<file path="src/rtl/bram_fill_ctrl_pkg.sv">
// Shared definitions for the block RAM fill controller: pattern mode codes
// and the fill sequencer state encoding.
package bram_fill_pkg;

    localparam logic [1:0] FILL_CONST = 2'd0;
    localparam logic [1:0] FILL_INCR  = 2'd1;
    localparam logic [1:0] FILL_DECR  = 2'd2;
    localparam logic [1:0] FILL_ADDR  = 2'd3;

    typedef enum logic [1:0] {
        IDLE = 2'd0,
        FILL = 2'd1,
        DONE = 2'd2
    } fill_state_e;

endpackage

</file>
<file path="src/rtl/bram_sp.sv">
// Generic synchronous RAM with one write port and one registered read port.
// A read and a write to the same address in one cycle return the old word.
module bram_sp #(
    parameter int unsigned DATA_W = 8,
    parameter int unsigned ADDR_W = 4
) (
    input  logic              clk,
    input  logic              rst,
    input  logic              we_i,
    input  logic [ADDR_W-1:0] waddr_i,
    input  logic [DATA_W-1:0] wdata_i,
    input  logic [ADDR_W-1:0] raddr_i,
    output logic [DATA_W-1:0] rdata_o
);

    localparam int unsigned DEPTH = 2 ** ADDR_W;

    logic [DATA_W-1:0] mem [DEPTH];
    logic [DATA_W-1:0] rdata_q;

    // Storage array: written on we_i, never cleared by reset.
    always_ff @(posedge clk) begin
        if (we_i) begin
            mem[waddr_i] <= wdata_i;
        end
    end

    // Registered read data; samples the array before this edge's write lands.
    always_ff @(posedge clk) begin
        if (rst) begin
            rdata_q <= '0;
        end else begin
            rdata_q <= mem[raddr_i];
        end
    end

    assign rdata_o = rdata_q;

endmodule

</file>
<file path="src/rtl/bram_fill_ctrl.sv">
// Block RAM with a built-in fill sequencer. The engine owns the write port
// while busy and writes one pattern word per cycle to every address; user
// writes during that window are dropped and flagged. Reads are never blocked.
module bram_fill_ctrl
    import bram_fill_pkg::*;
#(
    parameter int unsigned DATA_W = 8,
    parameter int unsigned ADDR_W = 4
) (
    input  logic              clk,
    input  logic              rst,
    input  logic              wea,
    input  logic [ADDR_W-1:0] addra,
    input  logic [DATA_W-1:0] dina,
    output logic [DATA_W-1:0] douta,
    input  logic              fill_start,
    input  logic [1:0]        fill_mode,
    input  logic [DATA_W-1:0] fill_seed,
    output logic              busy,
    output logic              fill_done,
    output logic              wr_drop
);

    fill_state_e       state_q, state_d;
    logic [ADDR_W-1:0] idx_q, idx_d;
    logic [1:0]        mode_q, mode_d;
    logic [DATA_W-1:0] seed_q, seed_d;
    logic              wr_drop_q, wr_drop_d;

    logic [DATA_W-1:0] idx_ext;
    logic [DATA_W-1:0] pattern;
    logic              ram_we;
    logic [ADDR_W-1:0] ram_waddr;
    logic [DATA_W-1:0] ram_wdata;

    // Sequencer state, index, latched request parameters and drop flag.
    always_ff @(posedge clk) begin
        if (rst) begin
            state_q   <= IDLE;
            idx_q     <= '0;
            mode_q    <= FILL_CONST;
            seed_q    <= '0;
            wr_drop_q <= 1'b0;
        end else begin
            state_q   <= state_d;
            idx_q     <= idx_d;
            mode_q    <= mode_d;
            seed_q    <= seed_d;
            wr_drop_q <= wr_drop_d;
        end
    end

    // Next-state logic: IDLE waits for a request, FILL sweeps all addresses,
    // DONE is a single pulse cycle in which new requests are ignored.
    always_comb begin
        state_d   = state_q;
        idx_d     = idx_q;
        mode_d    = mode_q;
        seed_d    = seed_q;
        wr_drop_d = wea && (state_q == FILL);
        unique case (state_q)
            IDLE: begin
                if (fill_start) begin
                    state_d = FILL;
                    idx_d   = '0;
                    mode_d  = fill_mode;
                    seed_d  = fill_seed;
                end
            end
            FILL: begin
                idx_d = idx_q + 1'b1;
                if (idx_q == '1) begin
                    state_d = DONE;
                end
            end
            DONE: begin
                state_d = IDLE;
            end
            default: begin
                state_d = IDLE;
            end
        endcase
    end

    // Pattern word for the current index, all arithmetic modulo 2**DATA_W.
    always_comb begin
        idx_ext = DATA_W'(idx_q);
        pattern = seed_q;
        unique case (mode_q)
            FILL_CONST: pattern = seed_q;
            FILL_INCR:  pattern = seed_q + idx_ext;
            FILL_DECR:  pattern = seed_q - idx_ext;
            FILL_ADDR:  pattern = idx_ext;
            default:    pattern = seed_q;
        endcase
    end

    // Write-port arbitration: the engine has exclusive ownership while busy.
    always_comb begin
        ram_we    = wea;
        ram_waddr = addra;
        ram_wdata = dina;
        if (state_q == FILL) begin
            ram_we    = 1'b1;
            ram_waddr = idx_q;
            ram_wdata = pattern;
        end
    end

    bram_sp #(
        .DATA_W (DATA_W),
        .ADDR_W (ADDR_W)
    ) u_ram (
        .clk     (clk),
        .rst     (rst),
        .we_i    (ram_we),
        .waddr_i (ram_waddr),
        .wdata_i (ram_wdata),
        .raddr_i (addra),
        .rdata_o (douta)
    );

    assign busy      = (state_q == FILL);
    assign fill_done = (state_q == DONE);
    assign wr_drop   = wr_drop_q;

endmodule

</file>
<file path="config.mk">
export PLATFORM = sky130hd
export DESIGN_NAME = bram_fill_ctrl
export DESIGN_NICKNAME = d
export VERILOG_FILES = /design/src/rtl/bram_fill_ctrl_pkg.sv /design/src/rtl/bram_sp.sv /design/src/rtl/bram_fill_ctrl.sv
export SDC_FILE = /design/constraint.sdc
export NUM_CORES = 1
export LEC_CHECK = 0
export ABC_AREA = 1
export BUFFER_PORTS_ARGS = -buffer_cell sky130_fd_sc_hd__buf_2
export CAP_MARGIN = 20
export CORE_MARGIN = 4
export CORE_UTILIZATION = 45
export CTS_BUF_LIST = sky130_fd_sc_hd__clkbuf_8 sky130_fd_sc_hd__clkbuf_16
export CTS_CLUSTER_DIAMETER = 80
export DETAILED_ROUTE_END_ITERATION = 12
export PLACE_DENSITY_LB_ADDON = 0.1
export SYNTH_ARGS = -nofsm -noshare
export SYNTH_HDL_FRONTEND = slang
export SYNTH_HIERARCHICAL = 1
export SYNTH_SLANG_ARGS = --single-unit
</file>
<file path="constraint.sdc">
create_clock -name clk -period 4.9 [get_ports clk]
set_clock_uncertainty 0.05 [all_clocks]
set_input_delay 0.49 -clock clk [delete_from_list [all_inputs] [get_ports clk]]
set_output_delay 0.49 -clock clk [all_outputs]
set_load 0.01 [all_outputs]
</file>
==> results.cfg <==
[status]
status = complete, no violations

[synth]
avgSynthCellArea_um2 = 9.35
synthTopCellsByArea = edfxtp_1, nand2_1, dfxtp_1
yosysTopAreaCellShare_pct = 54.5
ys_warn_count = 6
synth_top_cell_by_area = edfxtp_1
synth_seq_cells = 153
syn-num-nets = 794
syn_area_um2 = 7050
synthCells = 754
ys_seq_area_share_pct = 61.6
synth_cell_type_count = 28

[sta]
hold_viol = 0
period_share_pct = 67.1
slew_headroom_pct = 27.9
fmax_mhz = 304
fin_ws_ns = 1.61
slew_viol_final = 0
worst_pin_slew_ns = 1.08
setup_violations = 0
tns_ns = 0
rsz0062_at_grt = no
min_period_ns = 3.29

[routing]
met3_length_um = 866
firstDrtPassIters = 5
drc = 0
ant_nets = 0
drt-total-wl_um = 17500
drt-met1-wl_um = 7510
first_iter_violations = 388
drt-vias-per-instance = 5.10
dr_wl_met2_um = 8740
wl_per_cell_um = 17.3
vias = 5144
highest-signal-layer = met4

[setup_path]
worstSetupStartpoint = idx_q[0]$_SDFFE_PP0P_
crit_required_ns = 4.92
rrSetupSlack_ns = 1.61
r2r-start = idx_q[0]$_SDFFE_PP0P_
critPathKind = reg -> reg
start_kind = flip-flop
arrival_ns = 3.31
end_kind = flip-flop
path_max_fanout = 16
r2r_end = u_ram/mem[11][7]$_DFFE_PP_
r2r.worst_path.cells = 13

[run]
drv_cap = 0

[hold_path]
min_to = wr_drop$_SDFF_PP0_
hp-start = wea
holdPathStages = 3
hold_class = in -> reg

[floorplan]
core-area_um2 = 15300
placementRows = 45
die_x_um = 133
top_level_ports = 37
dieArea_um2 = 17700
die_h_um = 133
initial_core_util_pct = 46.2

[finish]
final_cells = 1008
ff_latch_area_um2 = 4340
finalInstanceArea_um2 = 7910
multi_input_area_um2 = 2120
drive_above_1_share_pct = 9.28
fillers = 1408
final_nets = 824
antenna_cells = 0
syn2layout_area_growth_pct = 12.2

[clocking]
root_buffer = clkbuf_16
cts_num_sinks = 153
postCtsSetupRepairBufs = 0
clk_path_buf_depth = 2
cts_resized = 0
clkLatencyLatePin_ns = 0.42
ctsHoldBuffers = 0
clk_pin_slew_worst_paths_ns = 0.06
cts_tree = built
cts_buffers = 17
h-tree-depth = 4

[power_and_ir_drop]
power_density_nw_per_um2 = 389
vdd_drop_max_mv = 0.223
p_leak_nw = 3.44

[global_routing]
grt_pass1_vias = 5011
grt.total_usage_pct = 20.2
gr-total-overflow = 0
antenna_found_initial = 0
grt_pass1_wl_um = 27400
grt_max_degree = 37

[placement]
gp_congestion = 0.848
io_buffers = 36
placed_cells = 974
placed_area_um2 = 7340
post-dp-hpwl_um = 11100
dpl_worst_slack_ns = 1.58
## metal layers
metal	GRT usage (%)	vias to the layer above
met5	0	-
met4	6.57	0
met3	3.21	26
met2	34.8	148
met1	26.4	2453
li1	-	2517
## kinds of logic (layout without fill, tap and decap cells)
family | Yosys count | count (layout) | synth area share [%]
flip-flops | 153 | 153 | 61.6
AO/OA/AOI/OAI | 57 | 57 | 4.23
adder cells (fa/ha/maj) | 14 | 14 | 2.59
AND/OR/NAND/NOR | 397 | 397 | 23.3
buffers and inverters | 133 | 176 | 8.22
## power by group
group / total (mW) / switching [mW] / internal [mW] / leakage (nW)
clock: 1.22 / 0.481 / 0.737 / 0.305
combinational: 0.364 / 0.258 / 0.106 / 1.77
sequential: 1.50 / 0.0154 / 1.48 / 1.37
total: 3.08 / 0.755 / 2.32 / 3.44
## how the worst max path moves through the flow
stage                                      end  slack, ns  cells after the start
floorplan            u_ram/mem[0][3]$_DFFE_PP_       2.09                     13
global placement     u_ram/mem[4][3]$_DFFE_PP_       1.75                     13
detailed placement   u_ram/mem[7][3]$_DFFE_PP_       1.58                     13
CTS                  u_ram/mem[3][3]$_DFFE_PP_       1.55                     13
global route         u_ram/mem[2][7]$_DFFE_PP_       1.35                     13
finish              u_ram/mem[11][7]$_DFFE_PP_       1.61                     13
## sequential cells by signal (all words and copies together) (netlist names)
name / cells
seed_q: 8
state_q: 2
wr_drop: 1
u_ram/mem: 128
idx_q: 4
mode_q: 2
u_ram/rdata_o: 8
## critical path, cell delays in order (launching register included)
cell     delay, ns
dfxtp_1       0.46
inv_1         0.10
ha_1          0.29
inv_1         0.05
o21ai_0       0.29
inv_1         0.09
ha_1          0.19
a21oi_1       0.18
nand2_1       0.12
nand2_1       0.10
nand2_1       0.05
nand2_1       0.06
nand3_1       0.06
a21oi_1       0.83
## final cells by class
cell class	count	area share, %
repair buffers	43	3.10
clock inverters	12	0.949
clock buffers	20	6.04
inverters	101	4.79
flip-flops and latches	153	54.9
well taps	211	3.34
multi-input cells	468	26.8
## cell usage after synthesis (all sizes together)
library cell,number
buf,29
a22oi,1
or2,2
nand3b,3
o21ai,21
inv,101
nor2,53
fa,1
a31oi,2
ha,13
edfxtp,128
clkbuf,3
dfxtp,25
and2,1
nand3,95
a21oi,32
nand2,240
nand4,1
o32ai,1
nor3,2
## placed cells by master, fill, tap and decap left out
cell | synthesis | final
a21oi_2 | 1 | 1
clkinv_2 | 0 | 3
fa_1 | 1 | 1
nand3_1 | 94 | 94
or2_0 | 1 | 1
inv_2 | 3 | 3
and2_4 | 1 | 1
nand2_2 | 1 | 1
nand3b_1 | 3 | 3
o32ai_1 | 1 | 1
dfxtp_1 | 25 | 25
nand2_1 | 239 | 239
a21oi_1 | 31 | 31
nand4_1 | 1 | 1
buf_12 | 0 | 1
a31oi_1 | 2 | 2
or2_1 | 1 | 1
bufinv_16 | 0 | 1
clkbuf_16 | 0 | 18
nor3_1 | 2 | 2
buf_2 | 19 | 36
edfxtp_1 | 128 | 128
nand3_2 | 1 | 1
ha_1 | 13 | 13
o21ai_1 | 0 | 1
clkbuf_8 | 0 | 2
nor2_1 | 53 | 53
o21ai_0 | 21 | 20
inv_1 | 98 | 106
a22oi_1 | 1 | 1
buf_4 | 3 | 6
## stage by stage
stage | total power [mW] | utilization, % | hold slack [ns]
2_1_floorplan | 1.77 | - | 0.397
3_3_place_gp | 1.88 | 48.0 | 0.434
3_5_place_dp | 1.88 | 48.1 | 0.426
6_report | 3.08 | 51.8 | 0.265
4_1_cts | 3.10 | 51.7 | 0.250
5_1_grt | 3.20 | 51.8 | 0.269
Power figures use the tool's default switching activity.
